<file path="config.mk">
export PLATFORM = sky130hd
export DESIGN_NAME = memory_access
export DESIGN_NICKNAME = d
export VERILOG_FILES = /design/src/rtl/memory_access.sv
export SDC_FILE = /design/constraint.sdc
export NUM_CORES = 1
export LEC_CHECK = 0
export ABC_AREA = 1
export ABC_CLOCK_PERIOD_IN_PS = 2800
export BUFFER_PORTS_ARGS = -buffer_cell sky130_fd_sc_hd__buf_2
export CORE_UTILIZATION = 39
export DETAILED_ROUTE_END_ITERATION = 8
export PLACE_DENSITY_LB_ADDON = 0.1
export SETUP_SLACK_MARGIN = 0.1
export SYNTH_ARGS = -nofsm -noshare
export SYNTH_HDL_FRONTEND = slang
export SYNTH_SLANG_ARGS = --single-unit
</file>
<file path="constraint.sdc">
create_clock -name clk -period 2.8 [get_ports clk]
set_input_delay 0.28 -clock clk [delete_from_list [all_inputs] [get_ports clk]]
set_output_delay 0.28 -clock clk [all_outputs]
set_load 0.005 [all_outputs]
</file>
<file path="src/rtl/memory_access.sv">
// Memory stage: one req/ack data-memory transaction per load/store, load
// alignment/extension, and the writeback port. Stalls upstream while busy.
module memory_access #(
  parameter int MAX_WAIT = 16
) (
  input  logic        clk,
  input  logic        reset,
  input  logic        in_v,
  input  logic [3:0]  minst,
  input  logic [31:0] rd_data,
  input  logic [31:0] st_data,
  input  logic [4:0]  rd,
  input  logic        rdm_v,
  output logic        stall_m,
  output logic        dmem_req,
  output logic        dmem_we,
  output logic [31:0] dmem_addr,
  output logic [3:0]  dmem_be,
  output logic [31:0] dmem_wdata,
  input  logic        dmem_ack,
  input  logic [31:0] dmem_rdata,
  output logic        wb_v,
  output logic [4:0]  wb_rd,
  output logic [31:0] wb_data,
  output logic        err_m
);
  localparam int CW = $clog2(MAX_WAIT);
  localparam logic [CW-1:0] LAST = CW'(MAX_WAIT - 1);

  typedef enum logic {IDLE = 1'b0, BUSY = 1'b1} state_t;
  state_t state;

  logic [CW-1:0] cnt;
  logic [2:0]    p_f3;
  logic [1:0]    p_lo;
  logic [4:0]    p_rd;
  logic          p_rdm_v;
  logic          sk_v;
  logic [4:0]    sk_rd;
  logic [31:0]   sk_data;

  logic          capture, is_mem, legal, misal, ld_wb, nm_wb;
  logic [3:0]    be_new;
  logic [31:0]   wdata_new, ld_ext;
  logic [7:0]    ld_b;
  logic [15:0]   ld_h;

  // Handshake: upstream op is taken when in_v && !stall_m; the bus
  // transaction completes on the cycle dmem_ack is high while dmem_req is high.
  assign stall_m = (state == BUSY) && !dmem_ack;
  assign capture = in_v && !stall_m;
  assign is_mem  = (minst[3:2] != 2'b11);
  assign misal   = ((minst[1:0] == 2'b01) && rd_data[0]) ||
                   ((minst[1:0] == 2'b10) && (rd_data[1:0] != 2'b00));
  assign ld_wb   = (state == BUSY) && dmem_ack && !dmem_we && p_rdm_v;
  assign nm_wb   = capture && !is_mem && rdm_v;

  always_comb begin
    legal     = 1'b0;
    be_new    = 4'b1111;
    wdata_new = st_data;
    case (minst)
      4'b0000, 4'b0001, 4'b0010, 4'b0100, 4'b0101,
      4'b1000, 4'b1001, 4'b1010: legal = 1'b1;
      default: legal = 1'b0;
    endcase
    case (minst[1:0])
      2'b00: begin
        be_new    = 4'b0001 << rd_data[1:0];
        wdata_new = {4{st_data[7:0]}};
      end
      2'b01: begin
        be_new    = 4'b0011 << rd_data[1:0];
        wdata_new = {2{st_data[15:0]}};
      end
      default: ;
    endcase
  end

  always_comb begin
    ld_b = 8'(dmem_rdata >> {p_lo, 3'b000});
    ld_h = p_lo[1] ? dmem_rdata[31:16] : dmem_rdata[15:0];
    case (p_f3)
      3'b000:  ld_ext = {{24{ld_b[7]}}, ld_b};
      3'b001:  ld_ext = {{16{ld_h[15]}}, ld_h};
      3'b100:  ld_ext = {24'd0, ld_b};
      3'b101:  ld_ext = {16'd0, ld_h};
      default: ld_ext = dmem_rdata;
    endcase
  end

  always_ff @(posedge clk or negedge reset) begin
    if (!reset) begin
      state      <= IDLE;
      cnt        <= '0;
      dmem_req   <= 1'b0;
      dmem_we    <= 1'b0;
      dmem_addr  <= '0;
      dmem_be    <= '0;
      dmem_wdata <= '0;
      wb_v       <= 1'b0;
      wb_rd      <= '0;
      wb_data    <= '0;
      err_m      <= 1'b0;
      p_f3       <= '0;
      p_lo       <= '0;
      p_rd       <= '0;
      p_rdm_v    <= 1'b0;
      sk_v       <= 1'b0;
      sk_rd      <= '0;
      sk_data    <= '0;
    end else begin
      wb_v  <= 1'b0;
      err_m <= 1'b0;
      if (state == BUSY) begin
        if (dmem_ack) begin
          state    <= IDLE;
          dmem_req <= 1'b0;
          cnt      <= '0;
        end else if (cnt == LAST) begin
          state    <= IDLE;
          dmem_req <= 1'b0;
          err_m    <= 1'b1;
          cnt      <= '0;
        end else begin
          cnt <= cnt + 1'b1;
        end
      end
      // A load ack and a non-memory op taken in the same cycle both want the
      // port; the older load goes first and the ALU result waits in the skid.
      if (sk_v) begin
        wb_v    <= 1'b1;
        wb_rd   <= sk_rd;
        wb_data <= sk_data;
      end else if (ld_wb) begin
        wb_v    <= 1'b1;
        wb_rd   <= p_rd;
        wb_data <= ld_ext;
      end else if (capture && !is_mem) begin
        wb_v    <= rdm_v;
        wb_rd   <= rd;
        wb_data <= rd_data;
      end
      sk_v <= (sk_v || ld_wb) && nm_wb;
      if (nm_wb) begin
        sk_rd   <= rd;
        sk_data <= rd_data;
      end
      if (capture && is_mem) begin
        if (!legal || misal) begin
          err_m <= 1'b1;
        end else begin
          state      <= BUSY;
          cnt        <= '0;
          dmem_req   <= 1'b1;
          dmem_we    <= minst[3];
          dmem_addr  <= {rd_data[31:2], 2'b00};
          dmem_be    <= be_new;
          dmem_wdata <= wdata_new;
          p_f3       <= minst[2:0];
          p_lo       <= rd_data[1:0];
          p_rd       <= rd;
          p_rdm_v    <= rdm_v;
        end
      end
    end
  end
endmodule

</file>
* Yosys cells after proc, flatten, opt, wreduce, memory -nomap -nowiden
Memories as Yosys holds them, arrays and structs flattened. Cells that the tools add are included. W data, S select, Z words.
Cells by class: $add $sub $neg 1, equality and inequality tests 7, multipliers 0, div/mod/pow operators 0, mux-type cells 33, reduce and logical (&&, ||, !) cells 24, $lt $le $gt $ge 0, shift operators 3, bitwise gates (word level) 1
Operators with widths (count):
- $pmux W32 S4 | 1
- $mux W32 | 3
- $pmux W32 S2 | 1
- $shr A32 B5 Y8 | 1
- $mux W4 | 5
- $mux W1 | 18
- $mux W16 | 1
- $mux W5 | 3
- $logic_and A1 B1 Y1 | 11
- $pmux W4 S2 | 1
- $eq A3 B3 Y1 const B | 2
- $logic_not A1 Y1 | 5
- $add A4 B1 Y4 const B | 1
- $eq A4 B4 Y1 const B | 1
- $shl A1 B2 Y4 const A | 1
- $shl A2 B2 Y4 const A | 1
- $eq A3 B1 Y1 const B | 1
- $logic_not A3 Y1 | 1
- $logic_or A1 B1 Y1 | 3
- $reduce_bool A3 Y1 | 1
- $eq A2 B1 Y1 const B | 1
- $eq A2 B2 Y1 const B | 1
- $logic_not A2 Y1 | 1
- $ne A2 B2 Y1 const B | 1
- 3 further kinds | 3
Storage, ports and cells: flip-flop bits (word level) 161, output and inout port bits 110, memories 1, memory bits (writable) 0, logic and storage cells 88, memory bits (read-only) 16, latch bits 0
Memories:
- (name not given) | words 16, bits a word 1, read ports 1, clocked after Yosys merged registers in 0, write ports 0, line 62 | case (minst)

* Depth between registers and ports, before layout
Gate-level depths: netlist of the first run.
depth after elaboration 8, gate-level depth with buffers 10

* Worst setup path before layout of the first run
OpenSTA, ideal clock, no wires.
path kind register to register, start register state, end register wb_data[15], data arrival time 1.317 ns, required time 2.679 ns, path buffers 1, setup slack 1.362 ns, period minus slack after synthesis 1.438 ns, cell stages (with the launch flop) 8, cell sequence dfrtp_1 -> inv_2 -> nor2_4 -> nor3_1 -> nor2_4 -> buf_4 -> nor2_1 -> a21oi_1
Between the ends: cells in the longest elaborated chain, start to end 5
RTL lines:
- start: declaration | line 31 | state_t state;
- start signal: assignment | line 94 | state <= IDLE;
- start signal: assignment | line 117 | state <= IDLE;
- start signal: assignment | line 121 | state <= IDLE;
- $logic_and A1 B1 Y1 | line 50 | assign stall_m = (state == BUSY) && !dmem_ack;
- named net stall_m | line 14 | output logic stall_m,
- $logic_not A1 Y1 | line 51 | assign capture = in_v && !stall_m;
- $logic_and A1 B1 Y1 | line 51
- $logic_and A1 B1 Y1 | line 139 | end else if (capture && !is_mem) begin
- $reduce_bool A3 Y1 (no source line)
- end signal: assignment | line 134 | wb_data <= sk_data;
- end signal: assignment | line 138 | wb_data <= ld_ext;
- end signal: assignment | line 142 | wb_data <= rd_data;
- end: declaration | line 24 | output logic [31:0] wb_data,
The timed path passes the listed nets, and every way through them passes these cells. A chain may end at the register's enable or synchronous reset.

* Final worst setup path of the first run
start register p_lo[1], end register wb_data[30]
Between the ends: cells in the longest elaborated chain, start to end 4
RTL lines:
- start: declaration | line 35 | logic [1:0] p_lo;
- start signal: assignment | line 161 | p_lo <= rd_data[1:0];
- $shr A32 B5 Y8 / $mux W16 (equally long branches) | line 81, 82
- $pmux W32 S4 (*) | line 83 | case (p_f3)
- $mux W32 (*) | line 135 | end else if (ld_wb) begin
- $mux W32 (*) | line 131 | if (sk_v) begin
Mark *: on every way between the ends. The rest lies on a longest branch, timed or not.

==> results.sh, run 1 <==
export IMPL_die_area_um2=21400
export IMPL_start_util_pct=39.9
export IMPL_cts_resized_gates=0
export IMPL_slew_headroom_pct=39.6
export IMPL_cts_buffers_inserted=17
export IMPL_io_buffer_count=217
export IMPL_synthCells=1136
export IMPL_cts_tree="built"
export IMPL_fillers=2153
export IMPL_insertion_delay_ps=430
export IMPL_final_common_cell="nand2_1"
export IMPL_layout_drive_gt1_share_pct=21.1
export IMPL_io_pins=220
export IMPL_dr_pass1_iters=6
export IMPL_hold_viol=0
export IMPL_seq_area_um2=4030
export IMPL_synth_avg_cell_area_um2=7.13
export IMPL_synth_main_ff_cell="dfrtp_1"
export IMPL_max_cap_viol_count=0
export IMPL_worst_pin_slew_ps=903
export IMPL_dpl_instance_area_um2=9370
export IMPL_area_delta_synth_final_pct=22.7
export IMPL_finalInstanceArea_um2=9950
export IMPL_tns_ps=0
export IMPL_cp_slowest_stage_delay_ps=590
export IMPL_worst_path_buf_inv=2
export IMPL_power_density_nw_per_um2=728
export IMPL_finalMaxSlewViolations=0
export IMPL_rsz0062_at_grt="no"
export IMPL_wirelength_um=24900
export IMPL_finalCriticalPeriod_ps=2040
export IMPL_synth_edf_count=0
export IMPL_slowest_stage="nand2_1"
export IMPL_die_h_um=146
export IMPL_cts_clk_slew_worst_paths_ps=60
export IMPL_cts_root_buf="clkbuf_16"
export IMPL_worst_r2r_path_depth=9
export IMPL_clock_fmax_mhz=491
export IMPL_multi_input_area_um2=3580
export IMPL_path_class="reg2reg"
export IMPL_drc=0
export IMPL_cts_num_sinks=161
export IMPL_cpMostUsedCell="nand2_1"
export IMPL_hold_depth=3
export IMPL_grt_max_degree=62
export IMPL_hp_start="minst[3]"
export IMPL_synth_cell_types=33
export IMPL_rrSetupSlack_ps=760
export IMPL_clock_skew_ps=7.95
export IMPL_peakVddDrop_v=0.000364
export IMPL_mostFrequentLayoutCells="nand2_1 (583), buf_2 (216), dfrtp_1 (161)"
export IMPL_outcome="finished, final reports clean"
export IMPL_holdPathEnd="dmem_we$_DFFE_PN0P_"
export IMPL_viasPerCell=4.82
export IMPL_num_rows=52
export IMPL_avgRoutedWirePerCell_um=15.4
export IMPL_ant_nets=0
export IMPL_drt_first_iter_violations=585
export IMPL_overflow=0
export IMPL_p_leak_nw=5.48
export IMPL_core_um2=20300
export IMPL_timing_rr_start="p_lo[1]$_DFFE_PN0P_"
export IMPL_nets=1442
export IMPL_cts_setup_buffers=0
export IMPL_crit_path_end_kind="flip-flop"
export IMPL_grt_pass1_wl_um=40100
export IMPL_fin_crit_sh_pct=72.7
export IMPL_grt_util_all_layers_pct=24.0
export IMPL_yosys_warnings=0
export IMPL_ys_seq_area_share_pct=49.7
export IMPL_cts_path_max_buffers=2
export IMPL_critical_path_arrival_ps=2350
export IMPL_syn_area_um2=8110
export IMPL_vias=7773
export IMPL_n_antenna_cell=0
export IMPL_setup_viol=0
export IMPL_cp_max_fo=24
export IMPL_r2r_end="wb_data[30]$_DFFE_PN0P_"
export IMPL_crit_required_ps=3120
export IMPL_async_reset_ff_share_pct=100
export IMPL_synth_seq_cells=161
export IMPL_crit_family="simple AND/OR/NAND/NOR gates"
export IMPL_worstSetupStartpointType="flip-flop"
export IMPL_h_tree_depth=4
export IMPL_gp_congestion=0.823
export IMPL_dpl_hpwl_um=17800
export IMPL_antenna_found_initial=1
export IMPL_grt_pass1_vias=7499
export IMPL_crit_path_cell_trace="clkinv_1 -> buf_4 -> nand2_1 -> nand3_1 -> nand2_1 -> nand2_1 -> nand3_1 -> nand2_1 -> nand2_1"
export IMPL_min_path_type="in2reg"
export IMPL_fp_dieW_um=146
[sequential cells by signal, summed over array words and instances, names as in the netlist, 2 cells and up]
name,flops
dmem_addr,30
wb_rd,5
dmem_be,4
sk_rd,5
cnt,4
p_rd,5
wb_data,32
p_f3,3
dmem_wdata,32
p_lo,2
sk_data,32
[layout make-up]
class                   count  share of cell area (%)
multi-input cells         864                    36.0
inverters                  54                    2.04
repair buffers            233                    12.3
flip-flops and latches    161                    40.5
clock inverters            14                    1.32
well taps                 270                    3.40
clock buffers              18                    4.42
[cell families (layout without fill, tap and decap cells)]
group / after synthesis / in the layout / synth area share, %
flops: 161 / 161 / 49.7
simple gates: 750 / 750 / 36.5
buf+inv: 112 / 319 / 6.28
other cells: 1 / 2 / 0.0463
fa+ha+maj: 1 / 1 / 0.154
xor+xnor: 1 / 1 / 0.108
compound gates: 110 / 110 / 7.19
[how the worst max path moves through the flow]
stage | cells after the start | end | slack (ps) | from
floorplan | 7 | wb_data[15]$_DFFE_PN0P_ | 1360 | state$_DFF_PN0_
detailed placement | 9 | dmem_addr[11]$_DFFE_PN0P_ | 650 | minst[1]
finish | 9 | wb_data[30]$_DFFE_PN0P_ | 760 | p_lo[1]$_DFFE_PN0P_
CTS | 9 | wb_data[30]$_DFFE_PN0P_ | 770 | p_lo[1]$_DFFE_PN0P_
global placement | 9 | dmem_addr[13]$_DFFE_PN0P_ | 690 | minst[1]
global route | 9 | wb_data[30]$_DFFE_PN0P_ | 600 | p_lo[1]$_DFFE_PN0P_
[metal layers]
layer  routed length [um]  global-route usage (%)  part of all wire [%]
met5                   13                       0                 0.052
met3                 1620                    5.47                   6.5
met1                11400                    32.5                    46
met4                  278                    6.04                   1.1
met2                11600                    38.9                    47
[cell usage after synthesis (all sizes together) (2+ instances only)]
library cell  count  area share (%)
a21oi            53             3.3
buf              44             3.1
clkbuf           14            0.65
dfrtp           161              50
inv              53             2.5
nand2           588              27
nand3            40             2.5
nand4             2            0.23
nor2            114             5.8
nor3              3            0.25
o211ai            8            0.74
o21ai            42             2.6
o22ai             5            0.39
or2               2            0.15
[where the power goes]
part / total (W) / switching (W) / internal [W]
clock: 0.00230 / 0.00104 / 0.00126
combinational: 0.00176 / 0.00104 / 0.000718
sequential: 0.00318 / 0.000313 / 0.00287
[stage by stage]
step	std cells	hold WS (ps)	total power (W)	setup WS, ps	util (%)
floorplan	1137	-15.6	0.00416	1360	-
global placement	1581	241	0.00497	689	46.1
detailed placement	1581	244	0.00500	645	46.1
CTS	1614	58.9	0.00731	769	49.0
global route	1614	70.7	0.00770	601	49.0
finish	1614	70.4	0.00724	765	49.0
[worst register-to-register path, delay by kind of cell (launching register included)]
family                 cells  cell delay (ps)
AND/OR/NAND/NOR            7             1300
buffers and inverters      2              260
flip-flops                 1              380
[timing repair]
item	CTS	global route
hold buffers	1	0
endpoints found under the setup margin	0	0
hold endpoints to repair	41	0
Note: power is estimated with default switching activity, not from simulation.
==> inputs of run 2 (changes only) <==
ABC_CLOCK_PERIOD_IN_PS = 1800   (was 2800)
clock period = 1.8 ns   (was 2.8 ns; I/O delays follow)
==> results.sh, run 2 (same netlist as run 1, synthesis figures left out) <==
export IMPL_nets=1505
export IMPL_fin_crit_sh_pct=89.7
export IMPL_io_pins=220
export IMPL_start_util_pct=39.9
export IMPL_area_delta_synth_final_pct=33.2
export IMPL_drt_first_iter_violations=456
export IMPL_grt_pass1_vias=7581
export IMPL_cts_path_max_buffers=2
export IMPL_grt_max_degree=59
export IMPL_max_cap_viol_count=0
export IMPL_cts_num_sinks=161
export IMPL_avgRoutedWirePerCell_um=15.6
export IMPL_outcome="finished, final reports clean"
export IMPL_grt_pass1_wl_um=40400
export IMPL_fillers=2042
export IMPL_h_tree_depth=4
export IMPL_grt_busiest_layer="met2"
export IMPL_die_area_um2=21400
export IMPL_final_common_cell="nand2_1"
export IMPL_gp_congestion=0.868
export IMPL_use_met3_pct=5.53
export IMPL_grt_util_all_layers_pct=24.2
export IMPL_io_buffer_count=217
export IMPL_worstSetupStartpointType="flip-flop"
export IMPL_dpl_instance_area_um2=9580
export IMPL_rsz0062_at_grt="yes"
export IMPL_clock_fmax_mhz=619
export IMPL_insertion_delay_ps=430
export IMPL_path_class="reg2reg"
export IMPL_viasPerCell=4.78
export IMPL_vias=8018
export IMPL_p_leak_nw=5.88
export IMPL_die_h_um=146
export IMPL_core_um2=20300
export IMPL_cts_buffers_inserted=17
export IMPL_power_density_nw_per_um2=1090
export IMPL_dr_pass1_iters=6
export IMPL_reg_top3="dmem_wdata x32, sk_data x32, wb_data x32"
export IMPL_tns_ps=0
export IMPL_cts_tree="built"
export IMPL_peakVddDrop_v=0.000679
export IMPL_crit_path_end_kind="flip-flop"
export IMPL_setup_viol=0
export IMPL_gr_usage_met1_pct=33.1
export IMPL_critical_path_arrival_ps=1920
export IMPL_clock_skew_ps=13.4
export IMPL_fp_dieW_um=146
export IMPL_finalInstanceArea_um2=10800
export IMPL_use_met2_pct=39.2
export IMPL_antenna_found_initial=0
export IMPL_cts_root_buf="clkbuf_16"
export IMPL_num_rows=52
export IMPL_mostFrequentLayoutCells="nand2_1 (581), buf_2 (216), dfrtp_1 (160)"
export IMPL_cts_clk_slew_worst_paths_ps=70
export IMPL_layout_drive_gt1_share_pct=23.1
export IMPL_drc=0
export IMPL_hold_viol=0
export IMPL_cp_max_fo=6
export IMPL_finalCriticalPeriod_ps=1620
export IMPL_n_antenna_cell=0
export IMPL_ant_nets=0
export IMPL_overflow=0
export IMPL_wirelength_um=26100
export IMPL_finalMaxSlewViolations=0
export IMPL_crit_required_ps=2100
export IMPL_dpl_hpwl_um=18100
export IMPL_min_path_type="in2reg"
-- run 2: cell count changes in the layout (fill, tap and decap cells not counted), sizes merged, moves of 3 or more --
cell	delta
clkinv	-3
dlygate4sd3	+27
clkbuf	+6
buf	+31
-- run 2: power by group --
part           switching (W)  internal, W  total (W)
clock network        0.00157      0.00221    0.00379
registers           0.000519      0.00447    0.00499
logic                0.00167      0.00128    0.00295
-- run 2: worst paths after layout --
path | end | slack [ps] | startpoint | cells past startpoint
min in group asynchronous | dmem_addr[21]$_DFFE_PN0P_ | 230 | reset | 2
max in group asynchronous | dmem_addr[12]$_DFFE_PN0P_ | 950 | reset | 3
setup / recovery | wb_data[14]$_DFFE_PN0P_ | 180 | state$_DFF_PN0_ | 8
hold / removal | dmem_addr[31]$_DFFE_PN0P_ | 2 | rd_data[31] | 3
setup reg to reg | wb_data[14]$_DFFE_PN0P_ | 180 | state$_DFF_PN0_ | 8
hold reg to reg | sk_rd[1]$_DFFE_PN0P_ | 470 | sk_rd[1]$_DFFE_PN0P_ | 2
-- run 2: layout make-up --
class | count | area [um^2] | share of cell area [%]
clock buffer | 19 | 433 | 4.01
clock inverter | 13 | 175 | 1.62
inverter | 54 | 205 | 1.90
tap | 270 | 338 | 3.13
multi-input combinational | 864 | 3620 | 33.6
timing repair buffer | 296 | 1990 | 18.4
sequential | 161 | 4030 | 37.3
-- run 2: worst max-delay path, cell delays in order (launching register included) --
cell and delay, ps:
dfrtp_1 440, inv_2 130, nor2_4 70, nor3_2 120, buf_4 150, nor2_4 50
buf_12 130, nor2_1 290, a21oi_1 110
-- run 2: what timing repair did --
item	4_1_cts	5_1_grt
pin swaps	0	4
hold buffers	28	0
gates resized for setup	0	23
setup endpoints to repair	3	152
setup buffers	0	14
endpoints found under the hold margin	76	0
cloned	0	5
-- run 2: per-stage QoR --
stage	setup WS (ps)	cells	hold slack (ps)	util [%]	total power, W
floorplan	362	1137	-116	-	0.00647
global placement	135	1598	124	47.2	0.00782
detailed placement	107	1598	124	47.2	0.00786
CTS	93.2	1658	0.313	51.6	0.0117
global route	78.2	1677	7.39	53.2	0.0125
finish	185	1677	1.55	53.2	0.0117
-- run 2: per-layer routing --
metal  vias to the layer above  share of wire [%]
li1                       4024                  -
met1                      3732                 45
met2                       244                 48
met3                        18                6.2
met4                         0               0.80
met5                         -                  0
